**config.mk**
```make
export PLATFORM = sky130hd
export DESIGN_NAME = mem_arr_rd_sched
export DESIGN_NICKNAME = d
export VERILOG_FILES = /design/src/rtl/mem_arr_rd_sched.sv
export SDC_FILE = /design/constraint.sdc
export NUM_CORES = 1
export LEC_CHECK = 0
export ABC_AREA = 1
export BUFFER_PORTS_ARGS = -buffer_cell sky130_fd_sc_hd__buf_2
export CAP_MARGIN = 20
export CORE_MARGIN = 2
export CORE_UTILIZATION = 40
export DETAILED_ROUTE_END_ITERATION = 10
export GPL_ROUTABILITY_DRIVEN = 1
export PLACE_DENSITY = 0.7
export REMOVE_ABC_BUFFERS = 1
export SKIP_CTS_REPAIR_TIMING = 1
export SLEW_MARGIN = 20
export SYNTH_ARGS = -nofsm -noshare
export SYNTH_HDL_FRONTEND = slang
export SYNTH_SLANG_ARGS = --single-unit
export TNS_END_PERCENT = 5
```
**constraint.sdc**
```tcl
create_clock -name clk -period 4.8 [get_ports clk]
set_input_delay 0.96 -clock clk [delete_from_list [all_inputs] [get_ports clk]]
set_output_delay 0.96 -clock clk [all_outputs]
set_load 0.01 [all_outputs]
```
**src/rtl/mem_arr_rd_sched.sv**
```systemverilog
// Read sequencer for the per-row SRAM bank array feeding the systolic array.
// Optional diagonal row skew is enabled with `define MEM_RD_SKEW_EN.
module mem_arr_rd_sched #(
  parameter int SYS_ROW    = 16,
  parameter int ADDR_WIDTH = 8
) (
  input  logic                  clk,
  input  logic                  rst,
  input  logic                  start,
  input  logic [ADDR_WIDTH-1:0] base_addr,
  input  logic [ADDR_WIDTH:0]   len,
  input  logic                  stall,
  output logic [SYS_ROW-1:0]    rd_en,
  output logic [ADDR_WIDTH-1:0] rd_addr [0:SYS_ROW-1],
  output logic [SYS_ROW-1:0]    rd_valid,
  output logic                  busy,
  output logic                  done
);

`ifdef MEM_RD_SKEW_EN
  localparam int unsigned SKEW = 1;
`else
  localparam int unsigned SKEW = 0;
`endif

  localparam int DEPTH = 1 << ADDR_WIDTH;
  localparam int TW    = $clog2(DEPTH + SYS_ROW) + 1;
  localparam logic [ADDR_WIDTH:0] LEN_MAX   = {1'b1, {ADDR_WIDTH{1'b0}}};
  localparam logic [TW-1:0]       SKEW_SPAN = TW'((SYS_ROW - 1) * SKEW);

  typedef enum logic [1:0] {IDLE, RUN, DRAIN} state_e;

  state_e                state_q;
  logic [TW-1:0]         t_q;
  logic [ADDR_WIDTH-1:0] base_q;
  logic [ADDR_WIDTH:0]   len_q;
  logic [SYS_ROW-1:0]    rd_en_q;
  logic [ADDR_WIDTH-1:0] rd_addr_q [0:SYS_ROW-1];
  logic [SYS_ROW-1:0]    rd_valid_q;
  logic                  busy_q;
  logic                  done_q;

  logic [ADDR_WIDTH:0]   len_clamp;
  logic [TW-1:0]         iss_t;
  logic [ADDR_WIDTH-1:0] iss_base;
  logic [ADDR_WIDTH:0]   iss_len;
  logic [TW-1:0]         last_t;
  logic [SYS_ROW-1:0]    en_d;
  logic [ADDR_WIDTH-1:0] addr_d [0:SYS_ROW-1];

  assign len_clamp = (len > LEN_MAX) ? LEN_MAX : len;
  // t_q == last_t means every row has issued its final read
  assign last_t    = TW'(len_q) + SKEW_SPAN;

  // The accept edge issues step 0 straight from the inputs so row 0 reads
  // in the cycle right after start; later steps come from the latched command.
  always_comb begin
    iss_t    = (state_q == IDLE) ? '0 : t_q;
    iss_base = (state_q == IDLE) ? base_addr : base_q;
    iss_len  = (state_q == IDLE) ? len_clamp : len_q;
    for (int i = 0; i < SYS_ROW; i++) begin
      en_d[i]   = (iss_t >= TW'(i * SKEW)) &&
                  ((iss_t - TW'(i * SKEW)) < TW'(iss_len));
      addr_d[i] = iss_base + ADDR_WIDTH'(iss_t - TW'(i * SKEW));
    end
  end

  always_ff @(posedge clk) begin
    if (rst) begin
      state_q    <= IDLE;
      t_q        <= '0;
      base_q     <= '0;
      len_q      <= '0;
      rd_en_q    <= '0;
      rd_valid_q <= '0;
      busy_q     <= 1'b0;
      done_q     <= 1'b0;
      for (int i = 0; i < SYS_ROW; i++) rd_addr_q[i] <= '0;
    end else begin
      rd_valid_q <= rd_en_q;
      rd_en_q    <= '0;
      done_q     <= 1'b0;
      case (state_q)
        IDLE: begin
          if (start) begin
            if (len_clamp != '0) begin
              base_q  <= base_addr;
              len_q   <= len_clamp;
              t_q     <= TW'(1);
              rd_en_q <= en_d;
              busy_q  <= 1'b1;
              state_q <= RUN;
              for (int i = 0; i < SYS_ROW; i++)
                if (en_d[i]) rd_addr_q[i] <= addr_d[i];
            end else begin
              done_q <= 1'b1;
            end
          end
        end
        RUN: begin
          // Stall freezes t and the addresses; enables drop to zero.
          if (!stall) begin
            if (t_q == last_t) begin
              state_q <= DRAIN;
            end else begin
              rd_en_q <= en_d;
              t_q     <= t_q + TW'(1);
              for (int i = 0; i < SYS_ROW; i++)
                if (en_d[i]) rd_addr_q[i] <= addr_d[i];
            end
          end
        end
        DRAIN: begin
          done_q  <= 1'b1;
          busy_q  <= 1'b0;
          state_q <= IDLE;
        end
        default: state_q <= IDLE;
      endcase
    end
  end

  assign rd_en    = rd_en_q;
  assign rd_addr  = rd_addr_q;
  assign rd_valid = rd_valid_q;
  assign busy     = busy_q;
  assign done     = done_q;

endmodule
```
After elaboration in Yosys (flattened, before gate mapping)
Cells that the tools add are included.

operators by class
  eq/ne operators = 8
  muxes and demuxes = 46
  add/sub/neg operators = 2
  shifts and indexed selects = 0
  bitwise logic cells = 0
  multipliers = 0
  reduce and logical (&&, ||, !) cells = 9
  div/mod/pow operators = 0
  magnitude comparators = 3

operators by type and width
  cell                     count
  $mux W128                4
  $pmux W128 S2            1
  $mux W8                  17
  $mux W16                 4
  $mux W10                 5
  $pmux W16 S2             1
  $pmux W10 S2             1
  $mux W9                  2
  $add A10 B1 Y10 const B  1
  $eq A10 B9 Y1            1
  $ge A10 B1 Y1 const B    1
  $lt A10 B9 Y1            1
  $gt A9 B9 Y1 const B     1
  $reduce_bool A9 Y1       1
  $add A8 B8 Y8            1
  $mux W2                  4
  $ne A2 B2 Y1 const B     4
  $reduce_and A3 Y1        2
  $reduce_and A5 Y1        1
  $mux W1                  4
  $pmux W1 S2              2
  $pmux W2 S2              1
  $reduce_and A4 Y1        1
  $reduce_bool A2 Y1       2
  5 further kinds          5

word-level totals
  memories kept = 0
  output and inout bits = 162
  input bits = 21
  register bits = 191
  latch bits = 0
  logic and storage cells = 92
  ROM bits = 0
  memory bits (writable) = 0

Longest topological paths before layout
  word-level depth = 9
  gate-level depth with buffers = 16
  gate-level depth less buffers = 16

Least setup slack after synthesis
Ideal clock, no wire load.

  kind = input port to flip-flop
  from = input port len[0]
  to = register rd_addr_q, in the netlist rd_addr[72]
  arrival time = 2.686 ns
  path buffers = 0
  slack = 2.004 ns
  setup time = 0.110 ns
  required time = 4.690 ns
  cell stages on the path = 14
  cell sequence = nor2_1 > nand2_1 > o21ai_2 > inv_1 > nor2_1 > o21ai_0 > ha_1 > nand2_1 > nor4_1 > nand2_2 > nand3_4 > nand2_1 > inv_1 > nor2_1

on the way
  cells in the longest elaborated chain, start to end = 9
  elaborated cells on any way between the ends = 14
  classes of those cells = order compare (2); eq/ne (1); mux (8); reduce/logical (3)

RTL lines
  what                                        line  RTL
  start: declaration                          11    input logic [ADDR_WIDTH:0] len,
  $gt A9 B9 Y1                                51    assign len_clamp = (len > LEN_MAX) ? LEN_MAX : len;
  $mux W9 *                                   51
  $mux W9                                     60    iss_len = (state_q == IDLE) ? len_clamp : len_q;
  $lt A10 B9 Y1                               63    ((iss_t - TW'(i * SKEW)) < TW'(iss_len));
  $logic_and A1 B1 Y1                         62    en_d[i] = (iss_t >= TW'(i * SKEW)) &&
  $mux W8                                     n/a
  $mux W128 (on tied branches) (2 in series)  n/a
  $pmux W128 S2                               n/a
  end signal: indexed assignment              94    if (en_d[i]) rd_addr_q[i] <= addr_d[i];
  end signal: indexed assignment              109   if (en_d[i]) rd_addr_q[i] <= addr_d[i];
  end: declaration                            38    logic [ADDR_WIDTH-1:0] rd_addr_q [0:SYS_ROW-1];

Mark *: on every way between the ends. The rest lies on a longest branch, timed or not. The select of a mux whose other input is x is not followed.
A chain may end at the register's enable or synchronous reset.

Worst setup path in the final report
  from = input port len[0]
  to = register rd_addr_q, in the netlist rd_addr[75]

Same word-level chain as after synthesis.

==> metrics.md <==
| Metric | Value |
|---|---|
| CP startpoint kind | input pin |
| Clock Skews | 9.44 ps |
| Sequential share of the synthesized area | 20.8% |
| Ys flop type | dfxtp_1 |
| PortBufs | approximately 180 |
| Final Setup Violations | 0 |
| R2R setup slack | ~2200 ps |
| CTS clock-pin slew for the worst setup and hold paths | about 90 ps |
| Initial Util | between 40% and 50% |
| Drt drc | 0 |
| Syn-to-layout area delta | -0.858% |
| Synth Cell Area | approximately 3900 sq um |
| Largest net degree at the start of global routing | 38 |
| Yosys Warn Count | 0 |
| Fin nets | ~650 |
| Dpl hpwl | around 6800 um |
| CTS H-tree depth | 2 |
| Routability congestion estimate | ~0.88 |
| Internal Power | between 0.0006 and 0.0007 W |
| Unrepaired setup endpoints after global routing | false |
| Worst-Margin Slew | 829 ps |
| Finished Core Util | 40.3% |
| Die area | 10,700 sq um |
| Part of the power in the clock network | roughly a fifth |
| CP Buf/Inv Count | 3 |
| Cells after DPL | around 740 |
| Hold Vio Cnt, Final | 0 |
| Clock sinks | 41 |
| Worst VDD drop | around 0.00013 V |
| Total Wirelength | around 8600 um |
| Comb pwr share | between 40% and 50% |
| Share of cells above drive strength 1 | 34.0% |
| Die width | slightly above 100 um |
| Root buf cell | clkbuf_8 |
| CTS buffer count | 5 |
| Grt ovf | 0 |
| # diodes | 0 |
| Critical Path Sink Type | register |
| Global Route Usage Sum | between 10% and 20% |
| Synth cell types | 39 |
| Rel. slew slack | approximately 45% |
| Initial drt markers | between 100 and 150 |
| Crit-path slowest cell | nor4_1 |
| Static Leak | roughly 2.2 nW |
| Slew Limit Fails | 0 |
| FILL cells | between 1k and 1.5k |
| CTS tree | done |
| Cells along the critical path | buf_2 -> nor2_1 -> nand2_1 -> o21ai_2 -> inv_1 -> nor2_1 -> o21ai_0 -> ha_1 -> nand2_1 -> nor4_1 -> nand2_2 -> nand3_4 -> nand2_1 -> inv_1 -> nor2_1 |
| Post-synth ARST share | 0% |
| Status | complete, no violations |
| Pre-antenna DRT Iters | 4 |
| Avg Inst Size Synth | 6.73 sq um |
| Mapped Cells | 585 |
| Worst Path Required | between 4000 and 5000 ps |
| Row cnt | 36 |
| Yosys reg bits | 41 |
| Power per Cell Area | 315 nW/um^2 |
| Final period util | between 60 and 70% |
| Clk_lat worst skew | about 300 ps |
| Die Height | around 100 um |
| Crit path largest cell delay | between 300 and 400 ps |
| Core Area | around 9700 sq um |
| Delay-heaviest family, CP | simple AND/OR/NAND/NOR gates |
| Bufs on Longest Clock Path | 2 |
| Final antenna-violating net count | 0 |
| Vias per cell | between 4 and 5 |
| Max_cap viols | 0 |
| Psw | ~0.00053 W |
| Total number of vias | 3,387 |
| Finished Layout Cells | 745 |
| Max Freq | 0.340 GHz |
| Global-route wire length before repair | ~13,000 um |
| Number of antenna violations at the first check in global routing | 0 |
| Switch share | between 40% and 50% |
| Reg power frac | approximately a third |
| Post-synth EDFFs | 0 |
| Total negative setup slack | 0 ps |
| Arrival time at the worst endpoint | between 3000 and 4000 ps |
| Fin crit period | 2940 ps |
| Hold Crit Class | reg2reg |
| Critical Path Fanout Max | 9 |
| Critical path class | in2reg |
| Wire per inst | ~12 um |
| Vias in the first global route | about 2.8k |
| Ports | 183 |
==> synth_stat cells (all sizes together) (2+ instances only) <==
| cell type | instances | area (sq um) |
|---|---|---|
| a21o | 2 | 15.0 |
| a211oi | 11 | 82.6 |
| xor2 | 5 | 43.8 |
| o21ai | 26 | 138 |
| xnor2 | 3 | 26.3 |
| buf | 157 | 1180 |
| inv | 67 | 254 |
| o21bai | 3 | 22.5 |
| clkbuf | 7 | 26.3 |
| o211ai | 3 | 22.5 |
| ha | 16 | 200 |
| nand2 | 112 | 435 |
| dfxtp | 41 | 821 |
| a21oi | 30 | 150 |
| nor4 | 2 | 12.5 |
| a31oi | 2 | 12.5 |
| nand3 | 17 | 103 |
| nand4 | 13 | 81.3 |
| nor3 | 7 | 40.0 |
| nor2 | 55 | 219 |
==> worst register-to-register path: cells and delay by family, from the launching register on <==
family | cells | cell delay, ps
AND/OR/NAND/NOR | 5 | 1030
AO/OA/AOI/OAI | 3 | 380
buffers and inverters | 2 | 730
flip-flops | 1 | 400
==> sequential cells by signal, summed over array words and instances (netlist names) <==
signal,cells
t_q,10
len_q,9
base_q,8
rd_addr,8
state_q,2
busy,1
done,1
rd_en,1
rd_valid,1
==> cell type report <==
| cell class | instances | area, sq um | share of cell area [%] |
|---|---|---|---|
| Multi-Input combinational cell | 312 | 1650 | 42.4 |
| Timing Repair Buffer | 183 | 918 | 23.5 |
| Sequential cell | 41 | 821 | 21.0 |
| Inverter | 68 | 258 | 6.60 |
| Tap cell | 133 | 166 | 4.26 |
| Clock buffer | 5 | 68.8 | 1.76 |
| Clock inverter | 3 | 17.5 | 0.449 |
==> metal layers <==
layer	routed length [um]	global-route usage (%)	up-vias
li1	-	-	1756
met1	3900	19.7	1489
met2	4100	26.6	132
met3	442	1.55	10
met4	191	5.97	0
met5	0	0	-
==> worst paths after layout <==
check | cells after the start | endpoint | start
hold / removal | 2 | base_q[1] | base_q[1]
hold reg to reg | 2 | base_q[1] | base_q[1]
setup / recovery | 15 | rd_addr[75] | len[0]
setup reg to reg | 10 | t_q[3] | state_q[1]
==> power groups by stage <==
stage	registers, W	clock network, W	logic (W)
after floorplan	0.000558	0	0.000184
after global placement	0.000439	0	0.000565
after detailed placement	0.000444	0	0.000567
after CTS	0.000436	0.000237	0.000569
after global routing	0.000451	0.000253	0.000649
final	0.000434	0.000230	0.000565
==> cells in the final DEF (no fill, tap or decap), drive strengths merged <==
cell type | Yosys | layout
buf | 157 | 183
dfxtp | 41 | 41
a21o | 2 | 2
ha | 16 | 16
fa | 1 | 1
o211ai | 3 | 3
nor4 | 2 | 2
xor2 | 5 | 5
a31oi | 2 | 2
xnor2 | 3 | 3
nor3 | 7 | 7
clkinvlp | 0 | 1
o21ai | 26 | 26
clkinv | 1 | 3
o21a | 1 | 1
a21boi | 1 | 1
a21oi | 30 | 30
nand4 | 13 | 13
or2 | 1 | 1
nand2 | 112 | 112
inv | 67 | 67
clkbuf | 7 | 5
a211oi | 11 | 11
o22ai | 1 | 1
nor2 | 55 | 55
o21bai | 3 | 3
nand3 | 17 | 17
==> logic make-up (layout without fill, tap and decap cells) <==
logic type                 Yosys count  in the layout  synth area share, %
and+or+nand+nor                    207            207                 22.8
buffers and inverters              232            259                 37.2
adders and majority gates           17             17                 5.59
DFF                                 41             41                 20.8
AOI/OAI and AO/OA                   80             80                 11.8
xor gates and xnor gates             8              8                 1.78
==> metrics by stage <==
| stage | hold WS (ps) | total power [W] | worst slack (ps) | cell area [sq um] |
|---|---|---|---|---|
| after floorplan | 432 | 0.000742 | 1470 | 2730 |
| after global placement | 446 | 0.00100 | 1650 | 3820 |
| after detailed placement | 450 | 0.00101 | 1560 | 3820 |
| after CTS | 465 | 0.00124 | 1870 | 3900 |
| after global routing | 484 | 0.00135 | 1480 | 3900 |
| final | 467 | 0.00123 | 1860 | 3900 |
(Power assumes the default switching activity.)
